## src/rtl/stego_lsb_extractor_pkg.sv

```systemverilog
// Shared constants and FSM state type for the LSB steganography extractor.
package stego_pkg;

  localparam int PIXEL_W = 8;
  localparam int CHAR_W = 8;
  localparam logic [CHAR_W-1:0] NUL_CHAR = 8'h00;
  localparam int DEFAULT_MAX_CHARS = 130;

  typedef enum logic [1:0] {
    IDLE    = 2'd0,
    COLLECT = 2'd1,
    EMIT    = 2'd2,
    DONE    = 2'd3
  } state_t;

endpackage

```

## src/rtl/stego_lsb_extractor_if.sv

```systemverilog
// Pixel input stream and character output stream of the extractor.
// Both streams: a beat transfers on a cycle where valid & ready are both high;
// the source holds valid and data stable until that cycle, ready may toggle freely.
interface stego_lsb_extractor_if;
  import stego_pkg::*;

  logic               pix_valid;
  logic [PIXEL_W-1:0] pix_data;
  logic               pix_ready;
  logic               char_valid;
  logic [CHAR_W-1:0]  char_data;
  logic               char_last;
  logic               char_ready;

  modport slave (
    input  pix_valid, pix_data, char_ready,
    output pix_ready, char_valid, char_data, char_last
  );

  modport master (
    output pix_valid, pix_data, char_ready,
    input  pix_ready, char_valid, char_data, char_last
  );

endinterface

```

## src/rtl/stego_lsb_extractor_packer.sv

```systemverilog
// Packs one bit per shift into a byte; bit order chosen by MSB_FIRST.
module lsb_byte_packer #(
  parameter int MSB_FIRST = 1
) (
  input  logic       clk,
  input  logic       reset,
  input  logic       clear,
  input  logic       shift_en,
  input  logic       bit_in,
  output logic [7:0] byte_out,
  output logic       byte_full
);

  logic [7:0] r_shift;
  logic [2:0] r_bit_cnt;
  logic [7:0] w_shift_next;

  // byte_out includes the bit being shifted in, so it is complete on the byte_full cycle.
  assign w_shift_next = (MSB_FIRST != 0) ? {r_shift[6:0], bit_in} : {bit_in, r_shift[7:1]};
  assign byte_out     = w_shift_next;
  assign byte_full    = shift_en & (r_bit_cnt == 3'd7);

  always_ff @(posedge clk or posedge reset) begin
    if (reset) begin
      r_shift   <= 8'h00;
      r_bit_cnt <= 3'd0;
    end else if (clear) begin
      r_shift   <= 8'h00;
      r_bit_cnt <= 3'd0;
    end else if (shift_en) begin
      r_shift   <= w_shift_next;
      r_bit_cnt <= r_bit_cnt + 3'd1;
    end
  end

endmodule

```

## src/rtl/stego_lsb_extractor.sv

```systemverilog
// Recovers a hidden ASCII message from the LSBs of a stego pixel stream,
// stopping at NUL or after MAX_CHARS characters.
module stego_lsb_extractor
  import stego_pkg::*;
#(
  parameter int MAX_CHARS = DEFAULT_MAX_CHARS,
  parameter int MSB_FIRST = 1,
  parameter int CNT_W     = 8
) (
  input  logic                  clk,
  input  logic                  reset,
  input  logic                  start,
  stego_lsb_extractor_if.slave  s_if,
  output logic                  busy,
  output logic                  done,
  output logic [CNT_W-1:0]      char_count,
  output state_t                o_dbg_state
);

  state_t              r_state;
  state_t              w_state_next;
  logic [CHAR_W-1:0]   r_char;
  logic [CNT_W-1:0]    r_count;
  logic                w_accept;
  logic                w_clear;
  logic                w_char_hs;
  logic                w_last;
  logic                w_byte_full;
  logic [CHAR_W-1:0]   w_byte;
  logic                w_unused_pix;

  assign w_unused_pix = ^s_if.pix_data[PIXEL_W-1:1];

  assign w_accept  = s_if.pix_valid & (r_state == COLLECT);
  assign w_clear   = start & ((r_state == IDLE) | (r_state == DONE));
  assign w_char_hs = (r_state == EMIT) & s_if.char_ready;
  assign w_last    = (r_char == NUL_CHAR) | (r_count == CNT_W'(MAX_CHARS - 1));

  lsb_byte_packer #(
    .MSB_FIRST (MSB_FIRST)
  ) u_packer (
    .clk       (clk),
    .reset     (reset),
    .clear     (w_clear),
    .shift_en  (w_accept),
    .bit_in    (s_if.pix_data[0]),
    .byte_out  (w_byte),
    .byte_full (w_byte_full)
  );

  always_ff @(posedge clk or posedge reset) begin
    if (reset) begin
      r_state <= IDLE;
      r_char  <= NUL_CHAR;
      r_count <= '0;
    end else begin
      r_state <= w_state_next;
      if (w_byte_full) r_char <= w_byte;
      if (w_clear) r_count <= '0;
      else if (w_char_hs) r_count <= r_count + 1'b1;
    end
  end

  always_comb begin
    w_state_next    = r_state;
    s_if.pix_ready  = 1'b0;
    s_if.char_valid = 1'b0;
    s_if.char_last  = 1'b0;
    busy            = 1'b0;
    done            = 1'b0;
    case (r_state)
      IDLE: begin
        if (start) w_state_next = COLLECT;
      end
      COLLECT: begin
        s_if.pix_ready = 1'b1;
        busy           = 1'b1;
        if (w_byte_full) w_state_next = EMIT;
      end
      EMIT: begin
        s_if.char_valid = 1'b1;
        // char_last is only meaningful alongside char_valid, so it stays low elsewhere.
        s_if.char_last  = w_last;
        busy            = 1'b1;
        if (s_if.char_ready) w_state_next = w_last ? DONE : COLLECT;
      end
      DONE: begin
        done = 1'b1;
        if (start) w_state_next = COLLECT;
      end
      default: w_state_next = IDLE;
    endcase
  end

  assign s_if.char_data = r_char;
  assign char_count     = r_count;
  assign o_dbg_state    = r_state;

endmodule

```

## src/flat_wrapper.sv

```systemverilog
// flat-port wrapper written by rule: the top's interface ports become plain ports
module stego_lsb_extractor_flat import stego_pkg::*;
#(
  parameter int MAX_CHARS = DEFAULT_MAX_CHARS,
  parameter int MSB_FIRST = 1,
  parameter int CNT_W     = 8
)
  (clk, reset, start, busy, done, char_count, o_dbg_state, s_if_pix_valid, s_if_pix_data, s_if_char_ready, s_if_pix_ready, s_if_char_valid, s_if_char_data, s_if_char_last);
  stego_lsb_extractor_if s_if_i ();
  input  logic clk;
  input  logic reset;
  input  logic start;
  output logic busy;
  output logic done;
  output logic [CNT_W-1:0] char_count;
  output state_t o_dbg_state;
  input wire logic [$bits(s_if_i.pix_valid)-1:0] s_if_pix_valid;
  input wire logic [$bits(s_if_i.pix_data)-1:0] s_if_pix_data;
  input wire logic [$bits(s_if_i.char_ready)-1:0] s_if_char_ready;
  output wire logic [$bits(s_if_i.pix_ready)-1:0] s_if_pix_ready;
  output wire logic [$bits(s_if_i.char_valid)-1:0] s_if_char_valid;
  output wire logic [$bits(s_if_i.char_data)-1:0] s_if_char_data;
  output wire logic [$bits(s_if_i.char_last)-1:0] s_if_char_last;
  assign s_if_i.pix_valid = s_if_pix_valid;
  assign s_if_i.pix_data = s_if_pix_data;
  assign s_if_i.char_ready = s_if_char_ready;
  assign s_if_pix_ready = s_if_i.pix_ready;
  assign s_if_char_valid = s_if_i.char_valid;
  assign s_if_char_data = s_if_i.char_data;
  assign s_if_char_last = s_if_i.char_last;
  stego_lsb_extractor #(.MAX_CHARS(MAX_CHARS), .MSB_FIRST(MSB_FIRST), .CNT_W(CNT_W)) u_core (.clk(clk), .reset(reset), .start(start), .s_if(s_if_i), .busy(busy), .done(done), .char_count(char_count), .o_dbg_state(o_dbg_state));
endmodule
```

## config.mk

```make
export PLATFORM = sky130hd
export DESIGN_NAME = stego_lsb_extractor_flat
export DESIGN_NICKNAME = d
export VERILOG_FILES = /design/src/rtl/stego_lsb_extractor_pkg.sv /design/src/rtl/stego_lsb_extractor_if.sv /design/src/rtl/stego_lsb_extractor_packer.sv /design/src/rtl/stego_lsb_extractor.sv /design/src/flat_wrapper.sv
export SDC_FILE = /design/constraint.sdc
export NUM_CORES = 1
export LEC_CHECK = 0
export CORE_ASPECT_RATIO = 0.75
export CORE_UTILIZATION = 58
export CTS_BUF_LIST = sky130_fd_sc_hd__clkbuf_4
export CTS_CLUSTER_DIAMETER = 60
export DETAILED_ROUTE_END_ITERATION = 8
export DONT_BUFFER_PORTS = 1
export HOLD_SLACK_MARGIN = 0.05
export PLACE_DENSITY = 0.76
export SYNTH_ARGS = -nofsm -noshare
export SYNTH_HDL_FRONTEND = slang
export SYNTH_SLANG_ARGS = --single-unit
```

## constraint.sdc

```tcl
create_clock -name clk -period 1.8 [get_ports clk]
set_clock_uncertainty 0.2 [all_clocks]
set_input_delay 0.09 -clock clk [delete_from_list [all_inputs] [get_ports clk]]
set_output_delay 0.09 -clock clk [all_outputs]
set_load 0.005 [all_outputs]
```

Word level (Yosys, flattened, before mapping) --
Cells that the tools add are included.
Word-level totals: word-level logic and storage cells 44, register bits after elaboration 28, input bits 13, output and inout bits 23
Cells by class: equality and inequality tests 8, bitwise gates (word level) 6, reduce and logical (&&, ||, !) cells 7, $add $sub $neg 2, multiplexer cells 16
Operators by type and width (count):
- 8-bit 2-to-1 mux | 2
- 7-bit 2-to-1 mux | 2
- 8-bit by 1-bit adder with 8-bit output (second input constant) | 1
- 8-bit equality test (second input constant) | 1
- 8-bit zero test | 1
- 2-bit 2-to-1 mux | 4
- 3-bit 2-to-1 mux | 2
- 2-bit one-hot mux with 3 select lines | 1
- 1-bit 2-to-1 mux | 5
- 1-bit AND | 4
- 2-bit equality test (second input constant) | 2
- 2-bit != test (second input constant) | 2
- 2-bit nonzero test | 2
- 2-bit OR reduction | 2
- 3-bit by 1-bit adder with 3-bit output (second input constant) | 1
- 3-bit equality test (second input constant) | 1
- 3-bit AND reduction | 1
- 2-bit by 1-bit equality test with 1-bit output (second input constant) | 1
- 2-bit zero test | 1
- 2-bit by 1-bit != test with 1-bit output (second input constant) | 1
- 1-bit OR | 2

Longest topological paths before layout --
depth in word-level cells 5, mapped depth 7, depth with buffers taken out 6

Cells and area by module --
From an unflattened synthesis, not the netlist that was laid out.
Second synthesis, totals: cell total of the unflattened synthesis 120, area, all modules 1343.8 µm²
Modules (own cells, without submodules):
- stego_lsb_extractor | cells each 83, sequential area each 450.4 µm², area an instance 897.1 µm², instances 1
- lsb_byte_packer | cells each 37, sequential area each 250.2 µm², area an instance 446.7 µm², instances 1

Worst setup path after synthesis --
Ideal clock, no wire load.
kind register to register, start register u_core.r_state[0], in the netlist u_core.o_dbg_state[0], end register u_core.r_count[4], in the netlist u_core.char_count[4], clock period less this slack 1754 ps, library setup time 121 ps, slack 46 ps, path buffers 1, stages on the path, launching flop included 8, data required time 1479 ps, data arrival time 1433 ps, cell sequence dfrtp_1 -> inv_1 -> ha_1 -> buf_2 -> nand3_2 -> or3_1 -> xor2_1 -> nor2_1
Between the ends: longest elaborated chain between the ends 4, elaborated cells on any way between the ends 8, those cells by class eq/ne (2); mux (1); bitwise (3); reduce/logical (2)
RTL lines:
- start, declared | line stego_lsb_extractor.sv:20 | state_t r_state;
- start signal, assigned | line stego_lsb_extractor.sv:57 | r_state <= w_state_next;
- 2-bit equality test / 2-bit zero test (equally long branches) | line stego_lsb_extractor.sv:35 | assign w_clear = start & ((r_state == IDLE) | (r_state == DONE));
- 1-bit OR | line stego_lsb_extractor.sv:35
- 1-bit AND | line stego_lsb_extractor.sv:35
- 8-bit 2-to-1 mux / 2-bit nonzero test (equally long branches)
- end signal, assigned | line stego_lsb_extractor.sv:60 | else if (w_char_hs) r_count <= r_count + 1'b1;
- end, declared | line stego_lsb_extractor.sv:23 | logic [CNT_W-1:0] r_count;
Parallel ways exist; a longest one is shown, timed or not. A chain may end at the register's enable or synchronous reset.

Worst setup path in the final report --
start register u_core.r_count[3], in the netlist u_core.char_count[3], end output s_if_char_last
Between the ends: longest elaborated chain between the ends 3
RTL lines:
- 8-bit equality test | line stego_lsb_extractor.sv:37 | assign w_last = (r_char == NUL_CHAR) | (r_count == CNT_W'(MAX_CHARS - 1));
- 1-bit OR | line stego_lsb_extractor.sv:37
- 1-bit 2-to-1 mux | line stego_lsb_extractor.sv:71 | case (r_state)
- end, declared | line flat_wrapper.sv:23 | output wire logic [$bits(s_if_i.char_last)-1:0] s_if_char_last;
Every way passes these cells.

==> report_table.html <==
<table>
<tr><th>Metric</th><th>Value</th></tr>
<tr><th colspan="2">Setup path</th></tr>
<tr><td>Reg-to-reg setup timing slack</td><td>about 0.06 ns</td></tr>
<tr><td>Crit path buf inv count</td><td>0</td></tr>
<tr><td>Startpoint type of the worst setup path</td><td>flop</td></tr>
<tr><td>Kind of cell adding the most delay to the critical path</td><td>simple AND/OR/NAND/NOR gates</td></tr>
<tr><td>Worst reg2reg path startpoint</td><td>u_core.u_packer.r_bit_cnt[0]$_DFFE_PP0P_</td></tr>
<tr><td>Critical path data required time</td><td>1.51 ns</td></tr>
<tr><td>Top fanout value on the critical path</td><td>2</td></tr>
<tr><td>Slowest stage cell on the critical path</td><td>sky130_fd_sc_hd__dfrtp_1</td></tr>
<tr><td>Reg2Reg Depth</td><td>5</td></tr>
<tr><td>Type of the setup path with the least slack</td><td>reg2out</td></tr>
<tr><td>Cell breakdown of the critical path</td><td>or3_4 -&gt; nor4_4 -&gt; a21oi_2 -&gt; nor2_2</td></tr>
<tr><td>Endpoint class of the critical path</td><td>output port</td></tr>
<tr><td>Arr. time, crit path</td><td>1.61 ns</td></tr>
<tr><td>Worst R2R End</td><td>u_core.o_dbg_state[1]$_DFFE_PP0P_</td></tr>
<tr><td>Largest incremental delay on the critical path</td><td>0.43 ns</td></tr>
<tr><th colspan="2">STA</th></tr>
<tr><td>RSZ-0062 raised after global routing</td><td>true</td></tr>
<tr><td>Max Transition Viols Final</td><td>0</td></tr>
<tr><td>Setup slack of the critical path after layout</td><td>-0.1046 ns</td></tr>
<tr><td>Slew at the pin closest to its max-slew limit</td><td>0.4078 ns</td></tr>
<tr><td>Total Negative Setup Slacks</td><td>-0.1046 ns</td></tr>
<tr><td>Final period utilization</td><td>1.058</td></tr>
<tr><td>Min cycle time layout</td><td>1.905 ns</td></tr>
<tr><td>Worst Hold Margin</td><td>0.2686 ns</td></tr>
<tr><td>Worst max-slew margin expressed relative to the limit</td><td>0.7257</td></tr>
<tr><td>Achievable frequency</td><td>525.1 MHz</td></tr>
<tr><td>Final setup violation count</td><td>1</td></tr>
<tr><td>Final-report hold violation count</td><td>0</td></tr>
<tr><th colspan="2">Clock network</th></tr>
<tr><td>Maximum buffer depth of the clock tree</td><td>2</td></tr>
<tr><td>Clock sink count</td><td>28</td></tr>
<tr><td>CTS tree</td><td>done</td></tr>
<tr><td>Library cell used as clock root buffer</td><td>sky130_fd_sc_hd__clkbuf_4</td></tr>
<tr><td>Max H-tree Level</td><td>1</td></tr>
<tr><td>Clock latency reported for the late side of the worst-skew pair</td><td>0.32 ns</td></tr>
<tr><td>Clock transition at the registers of the reported paths</td><td>about 0.13 ns</td></tr>
<tr><td>CTS Buf Count</td><td>3</td></tr>
<tr><th colspan="2">Layout</th></tr>
<tr><td>Final #Nets</td><td>170</td></tr>
<tr><td>Finished Cell Area</td><td>1560 µm²</td></tr>
<tr><td>Most frequent standard cell in the layout excluding fill and tap cells</td><td>sky130_fd_sc_hd__dfrtp_1</td></tr>
<tr><td>Leading cell types in the layout, fill and taps excluded</td><td>27 x sky130_fd_sc_hd__dfrtp_1, 24 x sky130_fd_sc_hd__nand2_1, 11 x sky130_fd_sc_hd__a21oi_1</td></tr>
<tr><td>Antenna diode count</td><td>0</td></tr>
<tr><td>Core Util, Final</td><td>0.7423</td></tr>
<tr><td>Post-synthesis to final-layout area growth</td><td>15.78%</td></tr>
<tr><td>Layout cells sized above 1</td><td>0.2162</td></tr>
<tr><th colspan="2">Synth</th></tr>
<tr><td>Synthesized net count</td><td>between 150 and 200</td></tr>
<tr><td>Number of warnings reported in the yosys synthesis log</td><td>0</td></tr>
<tr><td>Sequential element share of the synthesized area</td><td>0.5200</td></tr>
<tr><td>Number of synthesized flops with an enable pin</td><td>0</td></tr>
<tr><td>Synth unique cells</td><td>27</td></tr>
<tr><td>Simple-gate share of the synthesized area</td><td>0.1783</td></tr>
<tr><td>Mean cell area of the mapped netlist</td><td>around 10 µm²</td></tr>
<tr><td>Instance count of the mapped netlist</td><td>133</td></tr>
<tr><td>Cell types with the largest area share after synthesis</td><td>sky130_fd_sc_hd__dfrtp_1 52%, sky130_fd_sc_hd__mux2_2 6.7%, sky130_fd_sc_hd__nand2_1 6.7%</td></tr>
<tr><td>Post-synth top flop</td><td>sky130_fd_sc_hd__dfrtp_1</td></tr>
<tr><td>Adder and majority cell fraction of the synthesized area</td><td>0.06500</td></tr>
<tr><td>Synth Cell Area</td><td>1348 µm²</td></tr>
<tr><td>Main combinational cell family by area after synthesis</td><td>simple AND/OR/NAND/NOR gates</td></tr>
<tr><td>Area share of xor/xnor cells in the synthesized design</td><td>0.04550</td></tr>
<tr><td>Most area-hungry cell type in the Yosys netlist</td><td>sky130_fd_sc_hd__dfrtp_1</td></tr>
<tr><td>Multiplexer area fraction after synthesis</td><td>0.06685</td></tr>
<tr><td>Share of flip-flops with an asynchronous set or reset</td><td>1.000</td></tr>
<tr><td>Proportion of netlist area held by the largest area contributor</td><td>0.5200</td></tr>
<tr><td>Flip-flop and latch count after synthesis</td><td>28</td></tr>
<tr><td>Fraction of the mapped netlist area in compound gates</td><td>0.08542</td></tr>
<tr><th colspan="2">Routing</th></tr>
<tr><td>Via-per-instance ratio</td><td>5.750</td></tr>
<tr><td>First DRT Iteration DRCs</td><td>71</td></tr>
<tr><td>Via Count</td><td>between 900 and 1000</td></tr>
<tr><td>Total wire length after detailed routing</td><td>between 2 and 3 mm</td></tr>
<tr><td>Wirelength per Cell</td><td>15.50 µm</td></tr>
<tr><td>Antenna viol nets, final</td><td>0</td></tr>
<tr><td>Total iterations of the first detailed-routing run</td><td>6</td></tr>
<tr><td>Number of design rule violations left after detail routing</td><td>3</td></tr>
<tr><th colspan="2">Hold path</th></tr>
<tr><td>HP Start</td><td>s_if_pix_data[0]</td></tr>
<tr><td>Class of the tightest hold or removal check</td><td>in2reg</td></tr>
<tr><td>Worst hold path cell count</td><td>3</td></tr>
<tr><td>Worst hold endpoint</td><td>u_core.u_packer.r_shift[0]$_DFFE_PP0P_</td></tr>
<tr><th colspan="2">Global routing</th></tr>
<tr><td>Initial antenna violation count</td><td>0</td></tr>
<tr><td>Global routing usage summed across all routing layers</td><td>0.2248</td></tr>
<tr><td>Wire length of the first global-routing pass</td><td>4.146 mm</td></tr>
<tr><td>Overflow left after global routing</td><td>0</td></tr>
<tr><td>Maximum number of pins on one net before global-route repair</td><td>29</td></tr>
<tr><td>Vias in the first global route</td><td>913</td></tr>
<tr><th colspan="2">Flow run</th></tr>
<tr><td>Max cap viols</td><td>0</td></tr>
<tr><th colspan="2">Outcome</th></tr>
<tr><td>Violations in the final reports</td><td>design-rule violations, negative setup slack</td></tr>
<tr><td>Result of the run</td><td>complete, but fails checks</td></tr>
<tr><th colspan="2">Pwr</th></tr>
<tr><td>Peak supply drop</td><td>just under 0.0005 V</td></tr>
<tr><td>P_leak</td><td>slightly above 0.0007 µW</td></tr>
<tr><td>Total power density per cell area</td><td>965.3 nW/µm²</td></tr>
<tr><th colspan="2">Placement</th></tr>
<tr><td>Post-detailed-placement cell area</td><td>1419 µm²</td></tr>
<tr><td>Port Buffer Count</td><td>0</td></tr>
<tr><td>Placer congestion estimate</td><td>0.7663</td></tr>
<tr><td>Pre-CTS setup slack</td><td>0.03457 ns</td></tr>
<tr><td>Detail Placement HPWL</td><td>around 1.8 mm</td></tr>
<tr><th colspan="2">Floorplanning</th></tr>
<tr><td>Number of top-level pins</td><td>36</td></tr>
<tr><td>Die footprint</td><td>2522 µm²</td></tr>
<tr><td>Vert. Die Dim</td><td>43.75 µm</td></tr>
<tr><td>Die X-Extent</td><td>57.66 µm</td></tr>
<tr><td>Starting utilization of the core area</td><td>0.6411</td></tr>
<tr><td>Floorplan Core Area</td><td>approximately 2100 µm²</td></tr>
<tr><td>FP Rows</td><td>14</td></tr>
</table>
==> tightest hold or removal path, delay by kind of cell <==
kind,cells,cell delay [ns]
AOI/OAI and AO/OA,1,0.05
buffers and inverters,1,0.55
and+or+nand+nor,1,0.07
==> flip-flops by register name, indices dropped and copies added, names as in the netlist <==
register                   cells
u_core.char_count              8
u_core.o_dbg_state             2
u_core.s_if.char_data          8
u_core.u_packer.r_bit_cnt      3
u_core.u_packer.r_shift        7
==> repair_timing <==
action | CTS | global route
gates resized for setup | 1 | 9
buffers inserted | 0 | 1
hold buffers | 6 | 1
pin swaps | 1 | 3
hold endpoints to repair | 56 | 18
setup endpoints to repair | 1 | 28
==> cell usage after synthesis, types with 2 or more instances <==
cell                       instances
sky130_fd_sc_hd__nand3_1           3
sky130_fd_sc_hd__and2_1            2
sky130_fd_sc_hd__ha_1              7
sky130_fd_sc_hd__nor3_1            2
sky130_fd_sc_hd__nor2_1            9
sky130_fd_sc_hd__nand2b_1          2
sky130_fd_sc_hd__buf_2             3
sky130_fd_sc_hd__a21oi_1          12
sky130_fd_sc_hd__xnor2_1           4
sky130_fd_sc_hd__nor4_1            3
sky130_fd_sc_hd__mux2_2            8
sky130_fd_sc_hd__inv_1             9
sky130_fd_sc_hd__nand2_1          24
sky130_fd_sc_hd__or3_1             3
sky130_fd_sc_hd__dfrtp_1          28
sky130_fd_sc_hd__xor2_1            3
==> worst max-delay path by stage <==
stage | cells after the start | to | slack (ns) | start
final | 4 | s_if_char_last | -0.10 | u_core.char_count[3]$_DFFE_PP0P_
after global routing | 4 | s_if_char_last | -0.14 | u_core.char_count[3]$_DFFE_PP0P_
after CTS | 6 | s_if_char_last | -0.09 | u_core.char_count[1]$_DFFE_PP0P_
after detailed placement | 3 | u_core.u_packer.r_shift[4]$_DFFE_PP0P_ | 0.03 | u_core.o_dbg_state[1]$_DFFE_PP0P_
after global placement | 3 | u_core.char_count[2]$_DFFE_PP0P_ | 0.07 | u_core.o_dbg_state[1]$_DFFE_PP0P_
after floorplan | 7 | u_core.char_count[4]$_DFFE_PP0P_ | 0.05 | u_core.o_dbg_state[0]$_DFFE_PP0P_
==> per-stage QoR <==
| stage | cells | power [µW] |
|---|---|---|
| after CTS | 170 | 1470 |
| after global routing | 172 | 1593 |
| final | 172 | 1506 |
| after floorplan | 133 | 1113 |
| after global placement | 161 | 1189 |
| after detailed placement | 161 | 1211 |
==> report_power, final <==
part           leakage (µW)  internal (µW)  switching (µW)
combinational      0.000328            206             260
clock             0.0000138           78.5             172
sequential         0.000378            717            72.9
==> cell type report <==
cell class | count | area, µm²
repair buffers | 16 | 141.4
flip-flops and latches | 28 | 701.9
multi-input cells | 92 | 630.6
clock buffers | 3 | 22.52
inverters | 9 | 33.78
fillers | 157 | 541.8
well taps | 24 | 30.03
==> cells by family (layout without fill, tap and decap cells) <==
family                     Yosys count  count (layout)
and+or+nand+nor                     51              51
AOI/OAI and AO/OA                   19              19
adders and majority gates            7               7
DFF                                 28              28
buffers and inverters               13              28
muxes                                8               8
xor gates and xnor gates             7               7
==> layer usage <==
layer	global-route usage	vias to the layer above	share of wire	routed length, µm
li1	-	480	-	-
met1	0.3147	481	0.48	1272
met2	0.3535	24	0.46	1228
met3	0.06269	4	0.049	131
met4	0.05714	0	0.013	34
met5	0	-	0	0
Note: power is estimated with default switching activity, not from simulation.
